===== src/rtl/sonar_rx_pkg.sv =====
// Shared types and constants for the sonar frame receiver: parser state codes,
// ASCII symbols of the "aaa,ddd#" frame and the 7E2 character format.
package sonar_rx_pkg;

   typedef enum logic [3:0] {
      Espera = 4'd0,
      Ang1   = 4'd1,
      Ang2   = 4'd2,
      Virg   = 4'd3,
      Dist0  = 4'd4,
      Dist1  = 4'd5,
      Dist2  = 4'd6,
      Fim    = 4'd7
   } parser_state_e;

   localparam logic [6:0] ASC_0    = 7'h30;
   localparam logic [6:0] ASC_9    = 7'h39;
   localparam logic [6:0] ASC_VIRG = 7'h2C;
   localparam logic [6:0] ASC_FIM  = 7'h23;

   localparam int unsigned DATA_BITS = 7;
   localparam int unsigned STOP_BITS = 2;

   function automatic logic is_digit(input logic [6:0] ch);
      return (ch >= ASC_0) && (ch <= ASC_9);
   endfunction

endpackage


===== src/rtl/uart_rx_7e2.sv =====
// 7E2 asynchronous character receiver: 2-FF synchroniser, mid-bit sampling,
// one-cycle char_valid_o with parity and stop-bit error flags.
module uart_rx_7e2
   import sonar_rx_pkg::*;
#(
   parameter int unsigned BitTicks = 434
) (
   input  logic       clk_i,
   input  logic       rst_ni,
   input  logic       rx_i,
   output logic [6:0] char_o,
   output logic       char_valid_o,
   output logic       par_err_o,
   output logic       stop_err_o,
   output logic       rx_idle_o
);

   localparam int unsigned HalfTicks = BitTicks / 2;
   localparam int unsigned CntW      = $clog2(BitTicks + 1);

   typedef enum logic [2:0] {StIdle, StStart, StData, StParity, StStop1, StStop2} rx_state_e;

   rx_state_e       state_q;
   logic [1:0]      sync_q;
   logic            prev_q;
   logic [CntW-1:0] cnt_q;
   logic [2:0]      bit_q;
   logic [6:0]      data_q;
   logic            par_q;
   logic            stop1_q;

   logic line, fall, bit_done, half_done;

   assign line      = sync_q[1];
   assign fall      = prev_q & ~line;
   assign bit_done  = (cnt_q == CntW'(BitTicks - 1));
   assign half_done = (cnt_q == CntW'(HalfTicks - 1));
   assign rx_idle_o = (state_q == StIdle);

   always_ff @(posedge clk_i or negedge rst_ni) begin
      if (!rst_ni) begin
         state_q      <= StIdle;
         sync_q       <= 2'b11;
         prev_q       <= 1'b1;
         cnt_q        <= '0;
         bit_q        <= '0;
         data_q       <= '0;
         par_q        <= 1'b0;
         stop1_q      <= 1'b0;
         char_o       <= '0;
         char_valid_o <= 1'b0;
         par_err_o    <= 1'b0;
         stop_err_o   <= 1'b0;
      end else begin
         sync_q       <= {sync_q[0], rx_i};
         prev_q       <= line;
         char_valid_o <= 1'b0;
         case (state_q)
            StIdle: begin
               cnt_q <= '0;
               if (fall) state_q <= StStart;
            end
            StStart: begin
               if (half_done) begin
                  // A line already back high at mid start bit was only a glitch.
                  cnt_q   <= '0;
                  bit_q   <= '0;
                  state_q <= line ? StIdle : StData;
               end else begin
                  cnt_q <= cnt_q + 1'b1;
               end
            end
            StData: begin
               if (bit_done) begin
                  cnt_q  <= '0;
                  data_q <= {line, data_q[6:1]};
                  bit_q  <= bit_q + 1'b1;
                  if (bit_q == 3'(DATA_BITS - 1)) state_q <= StParity;
               end else begin
                  cnt_q <= cnt_q + 1'b1;
               end
            end
            StParity: begin
               if (bit_done) begin
                  cnt_q   <= '0;
                  par_q   <= line;
                  state_q <= StStop1;
               end else begin
                  cnt_q <= cnt_q + 1'b1;
               end
            end
            StStop1: begin
               if (bit_done) begin
                  cnt_q   <= '0;
                  stop1_q <= line;
                  state_q <= StStop2;
               end else begin
                  cnt_q <= cnt_q + 1'b1;
               end
            end
            StStop2: begin
               if (bit_done) begin
                  cnt_q        <= '0;
                  char_o       <= data_q;
                  char_valid_o <= 1'b1;
                  par_err_o    <= (^data_q) ^ par_q;
                  stop_err_o   <= ~(stop1_q & line);
                  state_q      <= StIdle;
               end else begin
                  cnt_q <= cnt_q + 1'b1;
               end
            end
            default: state_q <= StIdle;
         endcase
      end
   end

endmodule


===== src/rtl/sonar_frame_rx.sv =====
// Sonar frame receiver: parses "aaa,ddd#" from the 7E2 line into BCD angle and
// distance, with pronto on a good frame and erro on a discarded one.
module sonar_frame_rx
   import sonar_rx_pkg::*;
#(
   parameter int unsigned CLK_FREQ = 50_000_000,
   parameter int unsigned BAUD     = 115200,
   parameter int unsigned GAP_BITS = 20
) (
   input  logic        clock,
   input  logic        reset,
   input  logic        entrada_serial,
   output logic [11:0] angulo,
   output logic [11:0] distancia,
   output logic        pronto,
   output logic        erro,
   output logic [3:0]  db_estado
);

   localparam int unsigned BitTicks = CLK_FREQ / BAUD;
   localparam int unsigned GapTicks = GAP_BITS * BitTicks;
   localparam int unsigned GapW     = $clog2(GapTicks + 1);

   logic [6:0] rx_char;
   logic       rx_valid, rx_par_err, rx_stop_err, rx_idle;

   uart_rx_7e2 #(
      .BitTicks (BitTicks)
   ) u_rx (
      .clk_i        (clock),
      .rst_ni       (reset),
      .rx_i         (entrada_serial),
      .char_o       (rx_char),
      .char_valid_o (rx_valid),
      .par_err_o    (rx_par_err),
      .stop_err_o   (rx_stop_err),
      .rx_idle_o    (rx_idle)
   );

   parser_state_e   state_q;
   logic [11:0]     ang_sh_q, dist_sh_q;
   logic [GapW-1:0] gap_q;
   logic            class_ok, char_bad;

   assign db_estado = state_q;
   assign char_bad  = rx_par_err | rx_stop_err;

   always_comb begin
      class_ok = is_digit(rx_char);
      case (state_q)
         Virg:    class_ok = (rx_char == ASC_VIRG);
         Fim:     class_ok = (rx_char == ASC_FIM);
         default: class_ok = is_digit(rx_char);
      endcase
   end

   always_ff @(posedge clock or negedge reset) begin
      if (!reset) begin
         state_q   <= Espera;
         ang_sh_q  <= '0;
         dist_sh_q <= '0;
         gap_q     <= '0;
         angulo    <= '0;
         distancia <= '0;
         pronto    <= 1'b0;
         erro      <= 1'b0;
      end else begin
         pronto <= 1'b0;
         erro   <= 1'b0;
         if (rx_valid) begin
            gap_q <= '0;
            if (state_q == Espera) begin
               // Noise and stray separators between frames are dropped silently.
               if (!char_bad && class_ok) begin
                  ang_sh_q[11:8] <= rx_char[3:0];
                  state_q        <= Ang1;
               end
            end else if (char_bad || !class_ok) begin
               erro      <= 1'b1;
               state_q   <= Espera;
               ang_sh_q  <= '0;
               dist_sh_q <= '0;
            end else begin
               case (state_q)
                  Ang1: begin ang_sh_q[7:4]   <= rx_char[3:0]; state_q <= Ang2;  end
                  Ang2: begin ang_sh_q[3:0]   <= rx_char[3:0]; state_q <= Virg;  end
                  Virg: state_q <= Dist0;
                  Dist0: begin dist_sh_q[11:8] <= rx_char[3:0]; state_q <= Dist1; end
                  Dist1: begin dist_sh_q[7:4]  <= rx_char[3:0]; state_q <= Dist2; end
                  Dist2: begin dist_sh_q[3:0]  <= rx_char[3:0]; state_q <= Fim;   end
                  Fim: begin
                     angulo    <= ang_sh_q;
                     distancia <= dist_sh_q;
                     pronto    <= 1'b1;
                     state_q   <= Espera;
                  end
                  default: state_q <= Espera;
               endcase
            end
         end else if (state_q != Espera && rx_idle) begin
            if (gap_q == GapW'(GapTicks - 1)) begin
               erro      <= 1'b1;
               state_q   <= Espera;
               gap_q     <= '0;
               ang_sh_q  <= '0;
               dist_sh_q <= '0;
            end else begin
               gap_q <= gap_q + 1'b1;
            end
         end else begin
            gap_q <= '0;
         end
      end
   end

endmodule


===== config.mk =====
export PLATFORM = sky130hd
export DESIGN_NAME = sonar_frame_rx
export DESIGN_NICKNAME = d
export VERILOG_FILES = /design/src/rtl/sonar_rx_pkg.sv /design/src/rtl/uart_rx_7e2.sv /design/src/rtl/sonar_frame_rx.sv
export SDC_FILE = /design/constraint.sdc
export NUM_CORES = 1
export LEC_CHECK = 0
export CORE_MARGIN = 5
export CORE_UTILIZATION = 53
export DETAILED_ROUTE_END_ITERATION = 8
export MAX_ROUTING_LAYER = met4
export PLACE_DENSITY = 0.76
export SLEW_MARGIN = 20
export SYNTH_ARGS = -nofsm -noshare
export SYNTH_HDL_FRONTEND = slang
export SYNTH_SLANG_ARGS = --single-unit

===== constraint.sdc =====
create_clock -name clock -period 2.3 [get_ports clock]
set_input_delay 0.46 -clock clock [delete_from_list [all_inputs] [get_ports clock]]
set_output_delay 0.46 -clock clock [all_outputs]
set_load 0.02 [all_outputs]

==> results.md, run 1 <==
* Status: completed
* Top Ports at 33
* Nets at 446
* Syn. warnings at 0
* Crit. End Element: flip-flop
* Post-Syn Area per Cell at 12.2 um^2
* EDFF count, synth at 0
* Ranking of synthesized cells by area: dfrtp_1 (54%), mux2_4 (6.4%), mux2_2 (5.2%)
* DRC violations left at 0
* Synthesized Nets at 401
* Leak pwr at 2.51 nW
* FF+latch count, synth at 104
* WL per Instance at 16.1 um
* Final Hold Viols at 0
* Area post-placement at 5250 um^2
* Grt total ovfl at 0
* Initial drt markers at 120
* Clock sinks at 104
* VDD IR max at 0.000377 V
* Worst slew pin tran at 0.567 ns
* Via count at 3,087
* Number of diodes at 0
* DP Cell Count at 530
* Crit path max-delay family: compound AO/OA/AOI/OAI gates
* H-tree depth at 3
* Synth async-reset ratio at 100%
* Slew headroom at 62.2%
* ANT nets after route at 0
* Root buffer cell: clkbuf_8
* Netlist cell types at 56
* Unrepaired setup endpoints after global routing: no
* P&R area growth vs syn at 15.9%
* Total power at 3.35 mW
* WS Path Type: flip-flop to flip-flop
* Highest routed metal layer: met4
* WL met3 at 358 um
* Routed length on met1 at 4000 um
* Max-Cap Viols at 0
* Net Switching at 0.927 mW
* Vias in the first global route at 3,116
* Achievable frequency at 452 MHz
* Final clock skew at 0.0103 ns
* Logic pwr share at 9.7%
* Number of detailed-route iterations in the first pass at 4
* Post-Layout Cell Count at 546
* Critical-path top delay cell: or4_4
* Setup violators final at 0
* Routability cong. at 0.838
* Full die area at 10,900 um^2
* HP Class: input port to asynchronous set/reset pin
* Tmin final at 2.21 ns
* First-pass GRT wire length at 15,300 um
* Post-Route Setup TNS at 0 ns
* Hold-fix buffers at CTS at 0
* Synth Instances at 388
* Critical path cell sequence: ha_2 > nand2_1 > or4_4 > a211o_1 > o21ai_1 > o2bb2ai_1
* Post-DP HPWL at 6330 um
* CP required at 2.59 ns
* # rows at 34
* # port buffers at 31
* Crit start category: flip-flop
* CTS tree: yes
* Sequential fraction of design power at 58.0%
* Period utilisation layout at 96.1%
* CP bufs+invs at 0
* Overall routing resource usage at 17.3%
* Worst-path clk slew at 0.11 ns
* Largest area contributor in the netlist: dfrtp_1
* Die width at 104 um
* CTS Buf Count at 9
* Largest net degree at the start of global routing at 45
* Post-synth top flop: dfrtp_1
* Top-count cell post-synth: dfrtp_1
* Final instance area at 5480 um^2
* Longest Clk Path Bufs at 2
* Switching part of the total at 27.6%
* Clock group share of total power at 32.3%
* Synth Cell Area at 4720 um^2
* Post-synth top area share at 53.5%
* Initial antenna violation count at 0
* Top fanout value on the critical path at 10
* Share of post-route cells with drive strength above 1 at 21.2%
* Met2 routed WL at 4400 um
* Core area at 8720 um^2
* Arrival @ worst endpoint at 2.50 ns
* Routed wire length at 8810 um
* Slowest stage delay, CP at 0.47 ns
* Internal power at 2.43 mW
* Worst skew pair latency at 0.37 ns
* Vias per inst at 5.65
* Seq/Total Area, Yosys at 55.2%
* Setup Buffers After CTS at 0
* Pwr dens at 613 nW/um^2
* Slew Limit Fails at 0
* Commonest cells in the netlist: dfrtp_1 (101), nor2_1 (26), nand2_1 (24), mux2_2 (22), o2bb2ai_1 (22)
* Initial Util at 54.2%
* Height of the die at 104 um
power by group through the flow:
stage / registers, mW / logic (mW) / clock network [mW]
floorplan: 1.94 / 0.255 / 0
global placement: 1.97 / 0.314 / 0
detailed placement: 1.98 / 0.326 / 0
CTS: 1.94 / 0.328 / 1.12
global route: 1.96 / 0.373 / 1.20
finish: 1.95 / 0.324 / 1.09
flip-flops by register name, summed over array words and instances, names as in the netlist, 2 cells and up:
signal,count
u_rx.state_q,3
u_rx.cnt_q,9
gap_q,14
u_rx.data_q,7
u_rx.bit_q,3
dist_sh_q,12
angulo,12
distancia,12
ang_sh_q,12
u_rx.sync_q,2
db_estado,3
u_rx.char_o,7
placed cells by master (no fill, tap or decap), drive strengths merged, types with 13 or more instances in the layout:
master and instances:
o2bb2ai 22, inv 20, nand3 15, clkdlybuf4s50 30
dfrtp 101, nor2 26, mux2 42, nand2 24
o21ai 13, buf 17
metrics by stage:
stage / utilization [%] / setup slack [ns] / hold WS (ns)
2_1_floorplan: - / 0.0213 / 0.164
3_3_place_gp: 60.2 / 0.124 / 0.347
3_5_place_dp: 60.2 / 0.0558 / 0.348
4_1_cts: 62.3 / 0.0401 / 0.0911
5_1_grt: 62.8 / 0.00650 / 0.110
6_report: 62.8 / 0.0898 / 0.0758
cell families (layout without fill, tap and decap cells):
logic type | count (synthesis) | count (layout) | share of synthesized area [%]
multiplexers | 43 | 43 | 11.8
XOR/XNOR | 21 | 21 | 3.89
flip-flops | 104 | 104 | 55.2
AO/OA/AOI/OAI | 66 | 66 | 10.6
other | 1 | 1 | 0.0794
buffers and inverters | 28 | 78 | 2.73
AND/OR/NAND/NOR | 115 | 115 | 13.0
adder cells (fa/ha/maj) | 10 | 10 | 2.65
routing by layer:
metal / GRT usage [%] / up-vias
met4: 3.61 / 0
met5: - / -
met3: 5.15 / 4
met1: 22.5 / 1560
met2: 27.2 / 50
li1: - / 1473
timing repair:
| item | in CTS | in global routing |
|---|---|---|
| hold endpoints to repair | 0 | 0 |
| setup endpoints to repair | 0 | 48 |
| gates resized for setup | 0 | 7 |
final timing paths:
| kind | startpoint | to | slack (ns) | depth (start not counted) |
|---|---|---|---|---|
| max | db_estado[0] | dist_sh_q[1] | 0.09 | 6 |
| min | reset | distancia[7] | 0.08 | 1 |
| max reg2reg | db_estado[0] | dist_sh_q[1] | 0.09 | 6 |
| min reg2reg | u_rx.sync_q[0] | u_rx.sync_q[1] | 0.36 | 0 |
| max in group asynchronous | reset | ang_sh_q[11] | 1.48 | 2 |
| min in group clock | u_rx.sync_q[0] | u_rx.sync_q[1] | 0.36 | 0 |
cell type report:
type                       instances  area [um^2]
multi-input combinational        256         2040
inverter                          15         56.3
fill                             675         3240
clock buffer                       9          124
clock inverter                     7         61.3
tap                              108          135
timing repair buffer              47          453
sequential                       104         2610
Power figures use the tool's default switching activity.
==> inputs of run 2 (changes only) <==
--- a/config.mk
+++ b/config.mk
@@ -6,10 +6,12 @@
 export NUM_CORES = 1
 export LEC_CHECK = 0
 export CORE_MARGIN = 5
-export CORE_UTILIZATION = 53
+export CORE_UTILIZATION = 50
 export DETAILED_ROUTE_END_ITERATION = 8
+export GPL_ROUTABILITY_DRIVEN = 0
 export MAX_ROUTING_LAYER = met4
-export PLACE_DENSITY = 0.76
+export PLACE_DENSITY = 0.72
+export SKIP_CTS_REPAIR_TIMING = 1
 export SLEW_MARGIN = 20
 export SYNTH_ARGS = -nofsm -noshare
 export SYNTH_HDL_FRONTEND = slang
==> results.md, run 2 (synthesis gave the netlist of run 1 again) <==
* Height of the die at 107 um (was 104 um)
* Via count at 3,107 (was 3,087)
* Min Hold Slack at 0.364 ns (was 0.0758 ns)
* Reg-to-reg startpoint: db_estado[1] (was db_estado[0])
* Sequential fraction of design power at 55.9% (was 58.0%)
* Final clock skew at 0.0150 ns (was 0.0103 ns)
* Tmin final at 2.21 ns (about the same)
* Clock sinks at 104 (unchanged)
* Vias per inst at 5.47 (was 5.65)
* Slew Limit Fails at 0 (unchanged)
* Largest register FFs at 14 (unchanged)
* Leak pwr at 2.54 nW (was 2.51 nW)
* Number of detailed-route iterations in the first pass at 4 (unchanged)
* Pwr dens at 621 nW/um^2 (was 613 nW/um^2)
* DRC violations left at 0 (unchanged)
* Fill cells at 750 (was 675)
* Achievable frequency at 453 MHz (was 452 MHz)
* Longest Clk Path Bufs at 2 (unchanged)
* Clock group share of total power at 34.0% (was 32.3%)
* Top Ports at 33 (unchanged)
* Overall routing resource usage at 16.2% (was 17.3%)
* Most frequent cells in the layout: dfrtp_1 (99), clkdlybuf4s50_1 (30), nor2_1 (26) (was dfrtp_1 (99), clkdlybuf4s50_1 (30), nor2_1 (26), nand2_1 (24))
* H-tree depth at 3 (unchanged)
* CP required at 2.60 ns (was 2.59 ns)
* Crit start category: flip-flop (unchanged)
* Most common cell after layout, fill and taps aside: dfrtp_1 (unchanged)
* CTS tree: yes (unchanged)
* Arrival @ worst endpoint at 2.51 ns (was 2.50 ns)
* Crit. End Element: flip-flop (unchanged)
* Worst Setup SP: db_estado[1] (was db_estado[0])
* DP Cell Count at 550 (was 530)
* Slowest stage delay, CP at 0.50 ns (was 0.47 ns)
* Top fanout value on the critical path at 5 (was 10)
* P&R area growth vs syn at 17.8% (was 15.9%)
* VDD IR max at 0.000569 V (was 0.000377 V)
* First-pass GRT wire length at 14,600 um (was 15,300 um)
* Status: completed (unchanged)
* # rows at 35 (was 34)
* Biggest register: gap_q (unchanged)
* Hold path start: u_rx.sync_q[0]
* Initial Util at 51.1% (was 54.2%)
* Number of diodes at 0 (unchanged)
* Setup violators final at 0 (unchanged)
* Period utilisation layout at 96.1% (about the same)
* Worst-path clk slew at 0.11 ns (about the same)
* Most used cell, CP: nand2_1
* ANT nets after route at 0 (unchanged)
* Post-Layout Cell Count at 568 (was 546)
* Total power at 3.46 mW (was 3.35 mW)
* Internal power at 2.55 mW (was 2.43 mW)
* Logic pwr share at 10.1% (was 9.7%)
* Worst skew pair latency at 0.37 ns (about the same)
* Core Util, Final at 60.2% (was 62.8%)
* # port buffers at 31 (unchanged)
* Nets at 447 (was 446)
* Switching part of the total at 26.3% (was 27.6%)
* Post-Route Setup TNS at 0 ns (unchanged)
* CTS Buf Count at 9 (unchanged)
* Root buffer cell: clkbuf_8 (unchanged)
* Vias in the first global route at 2,990 (was 3,116)
* Grt total ovfl at 0 (unchanged)
* Max-Cap Viols at 0 (unchanged)
* Post-DP HPWL at 6110 um (was 6330 um)
* Full die area at 11,500 um^2 (was 10,900 um^2)
* Critical-path top delay cell: a2111oi_4 (was or4_4)
* Initial antenna violation count at 0 (unchanged)
* Net Switching at 0.910 mW (was 0.927 mW)
* Die width at 107 um (was 104 um)
* Final Hold Viols at 0 (unchanged)
* HP Class: flip-flop to flip-flop (was input port to asynchronous set/reset pin)
* WS Path Type: flip-flop to flip-flop (unchanged)
* Routed wire length at 8620 um (was 8810 um)
* Share of post-route cells with drive strength above 1 at 23.0% (was 21.2%)
* WL per Instance at 15.2 um (was 16.1 um)
* Critical path cell sequence: ha_1 > nand2_1 > or4_4 > a2111oi_4 > nand2_1 > o2bb2ai_1 (was ha_2 > nand2_1 > or4_4 > a211o_1 > o21ai_1 > o2bb2ai_1)
* Initial drt markers at 119 (was 120)
* Core area at 9240 um^2 (was 8720 um^2)
* Largest net degree at the start of global routing at 60 (was 45)
run 2: cell count changes in the layout (fill, tap and decap cells not counted), moves of 2 or more:
cell / change
nand2_2: +2
o21ai_2: +4
inv_6: -2
nand2_1: -2
o21ai_1: -4
run 2: final timing paths:
path	end	cells past startpoint	slack (ns)
max	ang_sh_q[7]	6	0.09
min	u_rx.sync_q[1]	0	0.36
max reg2reg	ang_sh_q[7]	6	0.09
min reg2reg	u_rx.sync_q[1]	0	0.36
max in group asynchronous	ang_sh_q[5]	3	1.18
min in group asynchronous	dist_sh_q[2]	2	0.50
run 2: power by group through the flow:
stage	Combinational, mW	Clock [mW]	Sequential (mW)
global placement	0.335	0	1.96
global route	0.398	1.29	1.94
CTS	0.350	1.21	1.93
finish	0.348	1.18	1.93
floorplan	0.255	0	1.94
detailed placement	0.348	0	1.97
run 2: final cells by class:
class / instances / area [um^2] / area share, %
Sequential cell: 104 / 2610 / 46.9
Inverter: 15 / 56.3 / 1.01
Clock inverter: 7 / 85.1 / 1.53
Tap cell: 129 / 161 / 2.90
Clock buffer: 9 / 124 / 2.23
Timing Repair Buffer: 48 / 463 / 8.32
Multi-Input combinational cell: 256 / 2070 / 37.1
run 2: worst max-delay path, delay by kind of cell, from the launching register on:
kind                       cells  cell delay, ns
DFF                            1            0.37
and+or+nand+nor                3            0.84
adders and majority gates      1            0.24
AOI/OAI and AO/OA              2            0.70
run 2: per-stage QoR:
| stage | instance area [um^2] | setup slack [ns] |
|---|---|---|
| 5_1_grt | 5570 | -0.0224 |
| 6_report | 5570 | 0.0904 |
| 2_1_floorplan | 4730 | 0.0213 |
| 4_1_cts | 5480 | 0.0107 |
| 3_5_place_dp | 5270 | 0.0135 |
| 3_3_place_gp | 5270 | 0.0672 |
run 2: metal layers:
| metal | up-vias | wire, um | global-route usage [%] |
|---|---|---|---|
| met3 | 11 | 322 | 3.25 |
| met5 | - | 0 | - |
| met1 | 1555 | 4040 | 21.7 |
| met4 | 0 | 117 | 4.93 |
| met2 | 53 | 4140 | 25.0 |
| li1 | 1488 | - | - |
